**src/rtl/lsu.sv**
```systemverilog
// Load/store unit: one memory op per transaction, valid/ready toward data memory,
// load alignment and extension, error response on misalignment, bad funct3 or timeout.
module lsu #(
    parameter int unsigned MAX_WAIT = 255
) (
    input  logic        clk,
    input  logic        rst,
    input  logic        req_valid,
    output logic        req_ready,
    input  logic        req_is_store,
    input  logic [2:0]  req_funct3,
    input  logic [31:0] req_addr,
    input  logic [31:0] req_wdata,
    output logic        resp_valid,
    output logic        resp_err,
    output logic [31:0] mem_data_out,
    output logic        dmem_valid,
    input  logic        dmem_ready,
    output logic [31:0] dmem_addr,
    output logic        dmem_wen,
    output logic [3:0]  dmem_wstrb,
    output logic [31:0] dmem_wdata,
    input  logic        dmem_rvalid,
    input  logic [31:0] dmem_rdata
);

    typedef enum logic [1:0] {
        IDLE = 2'd0,
        REQ  = 2'd1,
        WAIT = 2'd2,
        RESP = 2'd3
    } state_t;

    localparam logic [7:0] TIMEOUT_CNT = 8'(MAX_WAIT - 1);

    state_t      state_r;
    logic [7:0]  cnt_r;
    logic [1:0]  off_r;
    logic [2:0]  funct3_r;
    logic        is_store_r;
    logic        req_legal_s;
    logic        timeout_s;

    function automatic logic is_legal(input logic is_store, input logic [2:0] f3,
                                      input logic [1:0] a);
        logic ok;
        case (f3)
            3'd0:    ok = 1'b1;
            3'd1:    ok = (a[0] == 1'b0);
            3'd2:    ok = (a == 2'b00);
            3'd4:    ok = !is_store;
            3'd5:    ok = !is_store && (a[0] == 1'b0);
            default: ok = 1'b0;
        endcase
        return ok;
    endfunction

    function automatic logic [3:0] store_strb(input logic [2:0] f3, input logic [1:0] a);
        logic [3:0] s;
        case (f3[1:0])
            2'd0:    s = 4'b0001 << a;
            2'd1:    s = a[1] ? 4'b1100 : 4'b0011;
            default: s = 4'b1111;
        endcase
        return s;
    endfunction

    function automatic logic [31:0] store_data(input logic [2:0] f3, input logic [31:0] d);
        logic [31:0] w;
        case (f3[1:0])
            2'd0:    w = {4{d[7:0]}};
            2'd1:    w = {2{d[15:0]}};
            default: w = d;
        endcase
        return w;
    endfunction

    function automatic logic [31:0] load_extract(input logic [2:0] f3, input logic [1:0] a,
                                                 input logic [31:0] rdata);
        logic [31:0] s;
        logic [31:0] r;
        s = rdata >> {a, 3'b000};
        case (f3)
            3'd0:    r = {{24{s[7]}}, s[7:0]};
            3'd1:    r = {{16{s[15]}}, s[15:0]};
            3'd4:    r = {24'h000000, s[7:0]};
            3'd5:    r = {16'h0000, s[15:0]};
            default: r = s;
        endcase
        return r;
    endfunction

    assign req_legal_s = is_legal(req_is_store, req_funct3, req_addr[1:0]);
    assign timeout_s   = (cnt_r == TIMEOUT_CNT);

    // Handshake outputs depend on state only, so no input reaches an output combinationally.
    assign req_ready  = (state_r == IDLE);
    assign dmem_valid = (state_r == REQ);
    assign resp_valid = (state_r == RESP);

    // Transaction FSM with registered memory-side and result outputs.
    always_ff @(posedge clk) begin
        if (rst) begin
            state_r      <= IDLE;
            cnt_r        <= 8'd0;
            off_r        <= 2'd0;
            funct3_r     <= 3'd0;
            is_store_r   <= 1'b0;
            resp_err     <= 1'b0;
            mem_data_out <= 32'h0000_0000;
            dmem_addr    <= 32'h0000_0000;
            dmem_wen     <= 1'b0;
            dmem_wstrb   <= 4'b0000;
            dmem_wdata   <= 32'h0000_0000;
        end else begin
            case (state_r)
                IDLE: begin
                    if (req_valid) begin
                        cnt_r      <= 8'd0;
                        off_r      <= req_addr[1:0];
                        funct3_r   <= req_funct3;
                        is_store_r <= req_is_store;
                        if (req_legal_s) begin
                            state_r    <= REQ;
                            resp_err   <= 1'b0;
                            dmem_addr  <= {req_addr[31:2], 2'b00};
                            dmem_wen   <= req_is_store;
                            dmem_wstrb <= req_is_store ? store_strb(req_funct3, req_addr[1:0])
                                                       : 4'b0000;
                            dmem_wdata <= req_is_store ? store_data(req_funct3, req_wdata)
                                                       : 32'h0000_0000;
                        end else begin
                            state_r  <= RESP;
                            resp_err <= 1'b1;
                        end
                    end else begin
                        state_r <= IDLE;
                    end
                end
                REQ: begin
                    cnt_r <= cnt_r + 8'd1;
                    // A handshake in the timeout cycle still completes the request.
                    if (dmem_ready) begin
                        state_r    <= is_store_r ? RESP : WAIT;
                        dmem_wen   <= 1'b0;
                        dmem_wstrb <= 4'b0000;
                    end else if (timeout_s) begin
                        state_r    <= RESP;
                        resp_err   <= 1'b1;
                        dmem_wen   <= 1'b0;
                        dmem_wstrb <= 4'b0000;
                    end else begin
                        state_r <= REQ;
                    end
                end
                WAIT: begin
                    cnt_r <= cnt_r + 8'd1;
                    if (dmem_rvalid) begin
                        mem_data_out <= load_extract(funct3_r, off_r, dmem_rdata);
                        state_r      <= RESP;
                    end else if (timeout_s) begin
                        state_r  <= RESP;
                        resp_err <= 1'b1;
                    end else begin
                        state_r <= WAIT;
                    end
                end
                RESP: begin
                    state_r  <= IDLE;
                    resp_err <= 1'b0;
                end
                default: begin
                    state_r <= IDLE;
                end
            endcase
        end
    end

endmodule

```
**config.mk**
```make
export PLATFORM = sky130hd
export DESIGN_NAME = lsu
export DESIGN_NICKNAME = d
export VERILOG_FILES = /design/src/rtl/lsu.sv
export SDC_FILE = /design/constraint.sdc
export NUM_CORES = 1
export LEC_CHECK = 0
export ABC_AREA = 1
export ABC_CLOCK_PERIOD_IN_PS = 3300
export BUFFER_PORTS_ARGS = -buffer_cell sky130_fd_sc_hd__buf_2
export CAP_MARGIN = 20
export CORE_MARGIN = 2
export CORE_UTILIZATION = 40
export DETAILED_ROUTE_END_ITERATION = 6
export PLACE_DENSITY = 0.67
export SLEW_MARGIN = 20
export SYNTH_ARGS = -nofsm -noshare
export SYNTH_HDL_FRONTEND = slang
export SYNTH_SLANG_ARGS = --single-unit
```
**constraint.sdc**
```tcl
create_clock -name clk -period 3.3 [get_ports clk]
set_clock_uncertainty 0.05 [all_clocks]
set_input_delay 0 -clock clk [delete_from_list [all_inputs] [get_ports clk]]
set_output_delay 0 -clock clk [all_outputs]
set_load 0.01 [all_outputs]
```
==> results by stage, run 1 <==
Yosys:
- The commonest cells after synthesis are sky130_fd_sc_hd__nand2_1 (193), sky130_fd_sc_hd__dfxtp_1 (116), sky130_fd_sc_hd__nor2_1 (104), sky130_fd_sc_hd__a21oi_1 (87), sky130_fd_sc_hd__o21ai_0 (65).
- Synthesis produced ~800 cells.
- By area the synthesized netlist is led by sky130_fd_sc_hd__dfxtp_1 (41%), sky130_fd_sc_hd__nand2_1 (13%), sky130_fd_sc_hd__a21oi_1 (7.7%).
- Counting flops with a built-in enable in the synthesized netlist gives 0.
- The synthesized design spends more area on one cell type than any other, namely sky130_fd_sc_hd__dfxtp_1.
- Summing every instance area after synthesis gives approximately 5600 um^2.
- The dominant register cell in the synthesized netlist is sky130_fd_sc_hd__dfxtp_1.
- The sequential fraction of the synthesis area is around two fifths.
- The area share of the leading cell type in the synthesized netlist is 41.28%.
- The count of different cell masters after synthesis is 39.
- The number of register bits inferred by synthesis is 116.
- For this run, the number of Yosys warnings is 0.
- The most common cell in the netlist is sky130_fd_sc_hd__nand2_1.
- In this run the mean area of a mapped cell was between 6 and 7 um^2.
- The share of synthesized registers carrying an async set or reset is 0%.

Routing:
- The number of design rule violations left after detail routing is 0.
- The iteration-0 DRC count of the detailed router is approximately 500.
- The sum of met3 wire segment lengths after detailed routing is approximately 1400 um.
- The average routed wire per standard cell is 14.33 um.
- The per-cell via count in the routed design is 4.983.
- The routed design uses ~8600 um of met2 wire.
- The total number of vias is around 6300.
- The number of nets with antenna violations after detailed routing is 0.
- The highest layer touched by signal routing is met4.
- The number of iterations in the first detailed-routing pass is 5.
- The wire length on met1 is about 7600 um.
- Wires add up to roughly 18000 um.

Place:
- Buffers placed on the I/O ports in this run total between 200 and 250.
- The number of cells after detailed placement is ~1100.
- At the end of routability-driven placement, the weighted congestion stood at roughly 0.86.
- The post-DP HPWL is about 12000 um.

Cells and area:
- The number of nets in the final layout is 1185.
- Measured on the finished design, the core utilization comes to roughly three fifths.
- The repair_antennas step left the layout with diodes totalling 0.
- Compared with the post-synthesis result, the final layout area differs by 44.35%.
- The area occupied by multi-input gates is 2779 um^2.
- The post-route netlist has between 20% and 30% of its cells at a drive strength greater than 1.
- The final standard cell count with taps included and fillers excluded is ~1300.
- The filler cell count in the final layout is roughly 1300.
- The area used by sequential logic in the layout is around 2300 um^2.

Worst setup path:
- For the worst setup path, the data arrival time is approximately 2900 ps.
- The worst reg-to-reg path cell count is 8.
- The library cell contributing the largest single delay on the critical path is sky130_fd_sc_hd__inv_4.
- The endpoint identified for the worst register-to-register timing path is dmem_wdata[11].
- STA classifies the critical path startpoint as a flop.
- The largest single stage delay on the critical path is 580 ps.
- The worst setup path is captured at a flop.
- Across all register-to-register paths, the minimum setup slack is roughly 740 ps.
- The startpoint identified for the worst register-to-register timing path is state_r[1].
- The category of the critical setup timing path is reg -> reg.
- In this run the worst path has a maximum fanout of 54.
- Walking the worst path, the cells encountered are inv_1, ha_1, nand2_4, inv_2, nand3_4, inv_4, o21ai_0, a21oi_1.
- STA puts the critical path data required time at 3580 ps.

Clocking:
- The sink count of the clock tree is roughly 120.
- In this run the clock root is driven by a sky130_fd_sc_hd__clkbuf_16.
- Clock latency on the worst-skew pair, taken at its later pin, is 410 ps.
- The total clock buffers created by CTS is 17.
- TritonCTS built the clock tree.
- The longest clock path from root to sink contains 2 buffers.
- The number of gates resized after CTS was 0.
- The H-tree generated during clock tree synthesis spans 4 levels.
- After clock tree synthesis, the clock-pin slew on the worst setup and hold paths is roughly 60 ps.
- For this design, the CTS-stage hold fixing added 88 buffers.
- The count of buffers added by post-CTS timing repair for setup is 0.

GRT:
- The total grt overflow is 0.
- Entering global routing, the biggest net connects between 70 and 80 pins.
- In the global route stage, overall resource usage came out at a little under a quarter.
- The number of global-route vias before repair came to between 5000 and 6000.
- The first-pass GRT wire length is around 28000 um.
- The initial antenna violation count is 0.

STA:
- Setup violations remaining at the end of the flow were counted as 0.
- The time the worst path needs with I/O delays and setup is 2564 ps.
- The total count of max-transition violations in the final report is 0.
- Setup repair after global routing left no endpoint under its margin.
- The total negative slack for setup checks is 0 ps.
- The share of the clock period used by the worst path is roughly 78%.
- On the final layout, the worst hold slack is ~13 ps.
- The worst slew slack as a fraction of its limit is around a third.
- The final hold violation count was 0.
- For this run, the top clock speed supported by timing is approximately 400 MHz.
- The transition at the pin with the smallest max-transition slack is between 900 and 1000 ps.

Min path:
- The beginning of the worst hold path is dmem_rdata[20].
- In this run the worst hold path is classified as in -> reg.
- The path with the worst hold slack has its endpoint at mem_data_out[20].
- The worst hold path was traced through 7 stages.

Floorplanning:
- Row generation in the floorplan step produced 43 rows.
- The die outline area is 15030 um^2.
- The number of placed I/O pins is 210.
- The floorplan step defined a core boundary enclosing approximately 14000 um^2.
- The die boundary width is between 100 and 150 um.
- The initial core utilization is 40.68%.
- From bottom edge to top edge, the die measures 122.6 um.

Power:
- The leakage power is 0.003903 uW.
- The worst-case vdd ir drop is roughly 0.00033 V.
- The cell area power density is between 500 and 600 nW/um^2.

Status:
- The run finished with clean final reports.

Run:
- Across the run, the number of max-cap violations was 0.
==> stage by stage <==
stage	instance area, um^2	worst slack (ps)	power (uW)
after detailed placement	6643	712.7	2306
after floorplan	5629	1643	2078
final	8120	735.8	4218
after global placement	6643	798.5	2299
after global routing	8120	524.8	4415
after CTS	8120	717.7	4238
==> state kept, by name, indices dropped and copies added, names as in the netlist <==
register / cells
dmem_wdata: 32
mem_data_out: 32
dmem_addr: 30
cnt_r: 8
dmem_wstrb: 4
funct3_r: 3
off_r: 2
state_r: 2
dmem_wen: 1
is_store_r: 1
resp_err: 1
==> report_power, final <==
group / internal (uW) / leakage [uW] / total (uW) / switching (uW)
Clock: 1180 / 0.000272 / 1840 / 667
Combinational: 328 / 0.00269 / 840 / 512
Sequential: 1490 / 0.000942 / 1530 / 48.8
==> kinds of logic after synthesis <==
logic type      after synthesis  share of synthesized area (%)
simple gates                355                          26.78
fa+ha+maj                     6                          1.334
other cells                   1                        0.06666
compound gates              212                          21.15
flops                       116                          41.28
buf+inv                     116                          9.386
==> layout by cell type (no fill, tap or decap), drive strengths merged, types with 4 or more instances in the layout <==
cell           n
o22ai          4
a21oi         87
o21ai         85
a31oi          5
dfxtp        116
nand3         31
nand2        196
clkinvlp       6
buf          212
clkbuf        22
o211ai        18
or2            6
nor2         109
a21o           5
ha             6
dlygate4sd3   88
o31ai          5
nor3          10
inv           66
==> final cells by class <==
class	instances	area share (%)
repair buffers	300	24.07
clock buffers	22	5.840
inverters	64	2.989
clock inverters	10	1.510
flip-flops and latches	116	28.60
well taps	180	2.773
multi-input cells	575	34.22
==> per-layer routing <==
metal	vias to the layer above	GRT usage, %
met5	-	0
met2	281	39.31
met4	0	9.986
met3	42	6.320
li1	3164	-
met1	2826	29.73
==> worst max-delay path: cells and delay by family, from the launching register on <==
kind | cells | cell delay, ps
buffers and inverters | 3 | 830
and+or+nand+nor | 2 | 510
AOI/OAI and AO/OA | 2 | 390
adders and majority gates | 1 | 370
DFF | 1 | 330
==> worst max-delay path by stage <==
stage | start | endpoint | slack (ps) | depth (start not counted)
after CTS | state_r[1] | dmem_wdata[11] | 720 | 8
after global routing | state_r[0] | dmem_wdata[14] | 520 | 8
after detailed placement | req_funct3[1] | dmem_wdata[13] | 710 | 8
final | state_r[1] | dmem_wdata[11] | 740 | 8
after floorplan | state_r[0] | cnt_r[7] | 1640 | 9
after global placement | req_funct3[1] | dmem_wdata[13] | 800 | 8
No activity file was read; power rests on OpenSTA's default activity.
==> run 2: changes to the inputs <==
--- a/config.mk
+++ b/config.mk
@@ -6,7 +6,7 @@
 export NUM_CORES = 1
 export LEC_CHECK = 0
 export ABC_AREA = 1
-export ABC_CLOCK_PERIOD_IN_PS = 3300
+export ABC_CLOCK_PERIOD_IN_PS = 2500
 export BUFFER_PORTS_ARGS = -buffer_cell sky130_fd_sc_hd__buf_2
 export CAP_MARGIN = 20
 export CORE_MARGIN = 2
==> constraint.sdc (replaced) <==
create_clock -name clk -period 2.5 [get_ports clk]
set_clock_uncertainty 0.05 [all_clocks]
set_input_delay 0 -clock clk [delete_from_list [all_inputs] [get_ports clk]]
set_output_delay 0 -clock clk [all_outputs]
set_load 0.01 [all_outputs]
==> run 2 against run 1 <==
Net effect: worst hold slack worse by 6.2 ps; non-clock buffer count shrank 1; critical endpoint is now dmem_wdata[13]; design area shrank 0.34%; sequential power grew 33%; critical path depth unchanged; first-iteration DRC count is 23% lower; core utilization fell by 0.20 points; global-route usage about the same; die area stayed put.
==> results by stage, run 2 (synthesis results as in run 1) <==
Status:
- The flow ran to the end, and the final reports show no timing, DRC or antenna violations.

Clocking:
- Buffers inserted during clock tree synthesis total 17.
- The TritonCTS clock tree is yes.
- The maximum level of the CTS H-tree is 4.
- Clock latency on the worst-skew pair, taken at its later pin, is roughly 400 ps.
- In this run the clock root is driven by a sky130_fd_sc_hd__clkbuf_16.
- The sink count of the clock tree is 116.
- No sink is reached through more buffers than the 2 on the longest clock path.
- After clock tree synthesis, the clock-pin slew on the worst setup and hold paths is around 50 ps.

Power:
- The logic gate share of total power is between 20% and 30%.
- The cell area power density is a little under 700 nW/um^2.
- Registers are responsible for a little under two fifths of the overall power.
- The part of the power in the clock network is a little over two fifths.
- The analysis attributes to net switching a power of 1564 uW.
- The total power after layout is around 5500 uW.
- The worst-case vdd ir drop is about 0.00054 V.
- In this run the static leakage power is just under 0.004 uW.
- Net switching is ~28% of the power.
- The internal portion of the total power is about 3900 uW.

Worst setup path:
- The worst register-to-register path ends at dmem_wdata[13].
- The worst register-to-register path begins at state_r[0].
- STA classifies the critical path endpoint as a flop.
- The number of cells on the worst reg-to-reg path is 8.
- The required time of the critical path is around 2800 ps.
- The largest fanout on the critical path is 54.
- Data arrives at the worst endpoint at around 2500 ps.
- STA classifies the critical path startpoint as a flop.
- In this run the worst setup path begins at state_r[0].
- The internal reg-to-reg setup slack is ~280 ps.
- The critical path is of the reg -> reg type.
- The endpoint of the worst setup timing path is dmem_wdata[13].

GRT:
- Summed over all layers, the global routing overflow is 0.
- The initial antenna violation count is 0.
- The number of global-route vias before repair is roughly 6000.
- The aggregate global-route resource usage is 23.96%.
- The pin count of the biggest net entering global routing is 55.
- The first global-routing pass estimated ~28000 um of wire.

Floorplanning:
- The number of core rows is 43.
- The die covers around 15000 um^2.
- The die boundary width is 122.6 um.
- The number of placed I/O pins is 210.
- The die outline height is approximately 120 um.
- The initial core utilization is around 40%.
- The core region is about 14000 um^2.

Place:
- After legalization and detailed placement, the total HPWL measured about 12000 um.
- In this run the cell area measured after placement is around 6700 um^2.
- The global placement routability congestion is between 0.8 and 0.9.
- The count of input and output buffers is between 200 and 250.
- The number of cells after detailed placement is ~1200.

Cells and area:
- The most frequent standard cell in the layout excluding fill and tap cells is sky130_fd_sc_hd__buf_2.
- The number of antenna diodes is 0.
- The area occupied by multi-input gates is roughly 2800 um^2.
- The filler cell count in the final layout is 1315.
- The final standard cell count with taps included and fillers excluded is about 1300.
- The finished cells cover 8093 um^2.
- The area used by sequential logic in the layout is 2322 um^2.
- Compared with the post-synthesis result, the final layout area differs by 43.86%.
- In the final design database the tool counted between 1000 and 1500 nets.
- The share of cells above drive strength 1 is 25.90%.
- The library cells used most frequently in the layout, excluding fill and tap cells, are sky130_fd_sc_hd__buf_2 (207), sky130_fd_sc_hd__nand2_1 (193), sky130_fd_sc_hd__dfxtp_1 (116), sky130_fd_sc_hd__nor2_1 (104), sky130_fd_sc_hd__a21oi_1 (87).
- In the final layout, the registers with the most flip-flops are dmem_wdata (32), mem_data_out (32), dmem_addr (30).

Min path:
- The class of the most critical hold timing path is in -> reg.

STA:
- The worst slew slack as a fraction of its limit is 47.80%.
- Setup violations remaining at the end of the flow were counted as 0.
- For the pin with the worst max-slew slack, the measured transition is slightly below 800 ps.
- The time the worst path needs with I/O delays and setup is around 2200 ps.
- The final hold violation count is 0.
- The highest clock rate is 449.9 MHz.
- Setup repair after global routing left no endpoint under its margin.
- The total negative slack for setup checks is 0 ps.
- The worst path uses ~90% of the clock period.
- The total count of max-transition violations in the final report is 0.

Routing:
- In the routed design, unresolved DRC markers number 0.
- The routed layout has 6290 vias.
- The average routed wire per standard cell is between 10 and 15 um.
- The number of nets with antenna violations after detailed routing is 0.
- The first detailed-routing pass took 5 iterations.
- The per-cell via count in the routed design is 4.972.
- The iteration-0 DRC count of the detailed router is roughly 400.
- The total wire length is between 15000 and 20000 um.

Run:
- The count of max-cap constraint violations is 0.
run 2: power by group through the flow:
stage	Combinational [uW]	Clock (uW)	Sequential [uW]
floorplan	643	0	2100
global placement	986	0	2060
detailed placement	993	0	2060
CTS	1100	2410	2030
global route	1220	2500	2040
finish	1100	2360	2030
run 2: worst min path at each step:
stage | slack, ps | start | to | depth (start not counted)
after floorplan | 90 | req_addr[28] | dmem_addr[28] | 2
after global placement | 200 | req_addr[22] | dmem_addr[22] | 3
after detailed placement | 210 | req_addr[31] | dmem_addr[31] | 3
after CTS | 0.3 | dmem_rdata[29] | mem_data_out[13] | 7
after global routing | 20 | dmem_rdata[10] | mem_data_out[2] | 5
final | 7 | dmem_rdata[10] | mem_data_out[2] | 5
run 2: cell type report:
class	count	share of cell area (%)
repair buffers	299	24.00
clock buffers	23	5.906
clock inverters	8	1.252
well taps	180	2.783
multi-input cells	575	34.34
flip-flops and latches	116	28.70
inverters	64	3.030
run 2: routing by layer:
metal / vias up / track usage (%) / wire length (um)
met1: 2823 / 28.64 / 7457
li1: 3165 / - / -
met2: 272 / 40.83 / 8833
met5: - / 0 / 0
met4: 0 / 8.908 / 422
met3: 30 / 6.784 / 1430
run 2: metrics by stage:
stage	utilization, %	hold WS (ps)	setup slack [ps]
floorplan	-	92.92	843.3
global placement	48.46	198.5	315.6
detailed placement	48.46	206.4	211.6
CTS	58.51	0.2982	206.3
global route	58.53	22.39	96.75
finish	58.53	6.584	277.2
run 2: critical path, stage by stage (launching register included):
cell and delay [ps]:
sky130_fd_sc_hd__dfxtp_1 320, sky130_fd_sc_hd__inv_1 80, sky130_fd_sc_hd__ha_1 380, sky130_fd_sc_hd__nand2_4 140, sky130_fd_sc_hd__inv_2 160, sky130_fd_sc_hd__nand3_4 260
sky130_fd_sc_hd__inv_6 390, sky130_fd_sc_hd__o211ai_1 160, sky130_fd_sc_hd__a21oi_1 170
run 2: timing repair:
| action | 4_1_cts | 5_1_grt |
|---|---|---|
| gates resized for setup | 0 | 1 |
| hold endpoints to repair | 77 | 0 |
| hold buffers | 81 | 0 |
| setup endpoints to repair | 0 | 2 |
| buffers inserted | 0 | 0 |
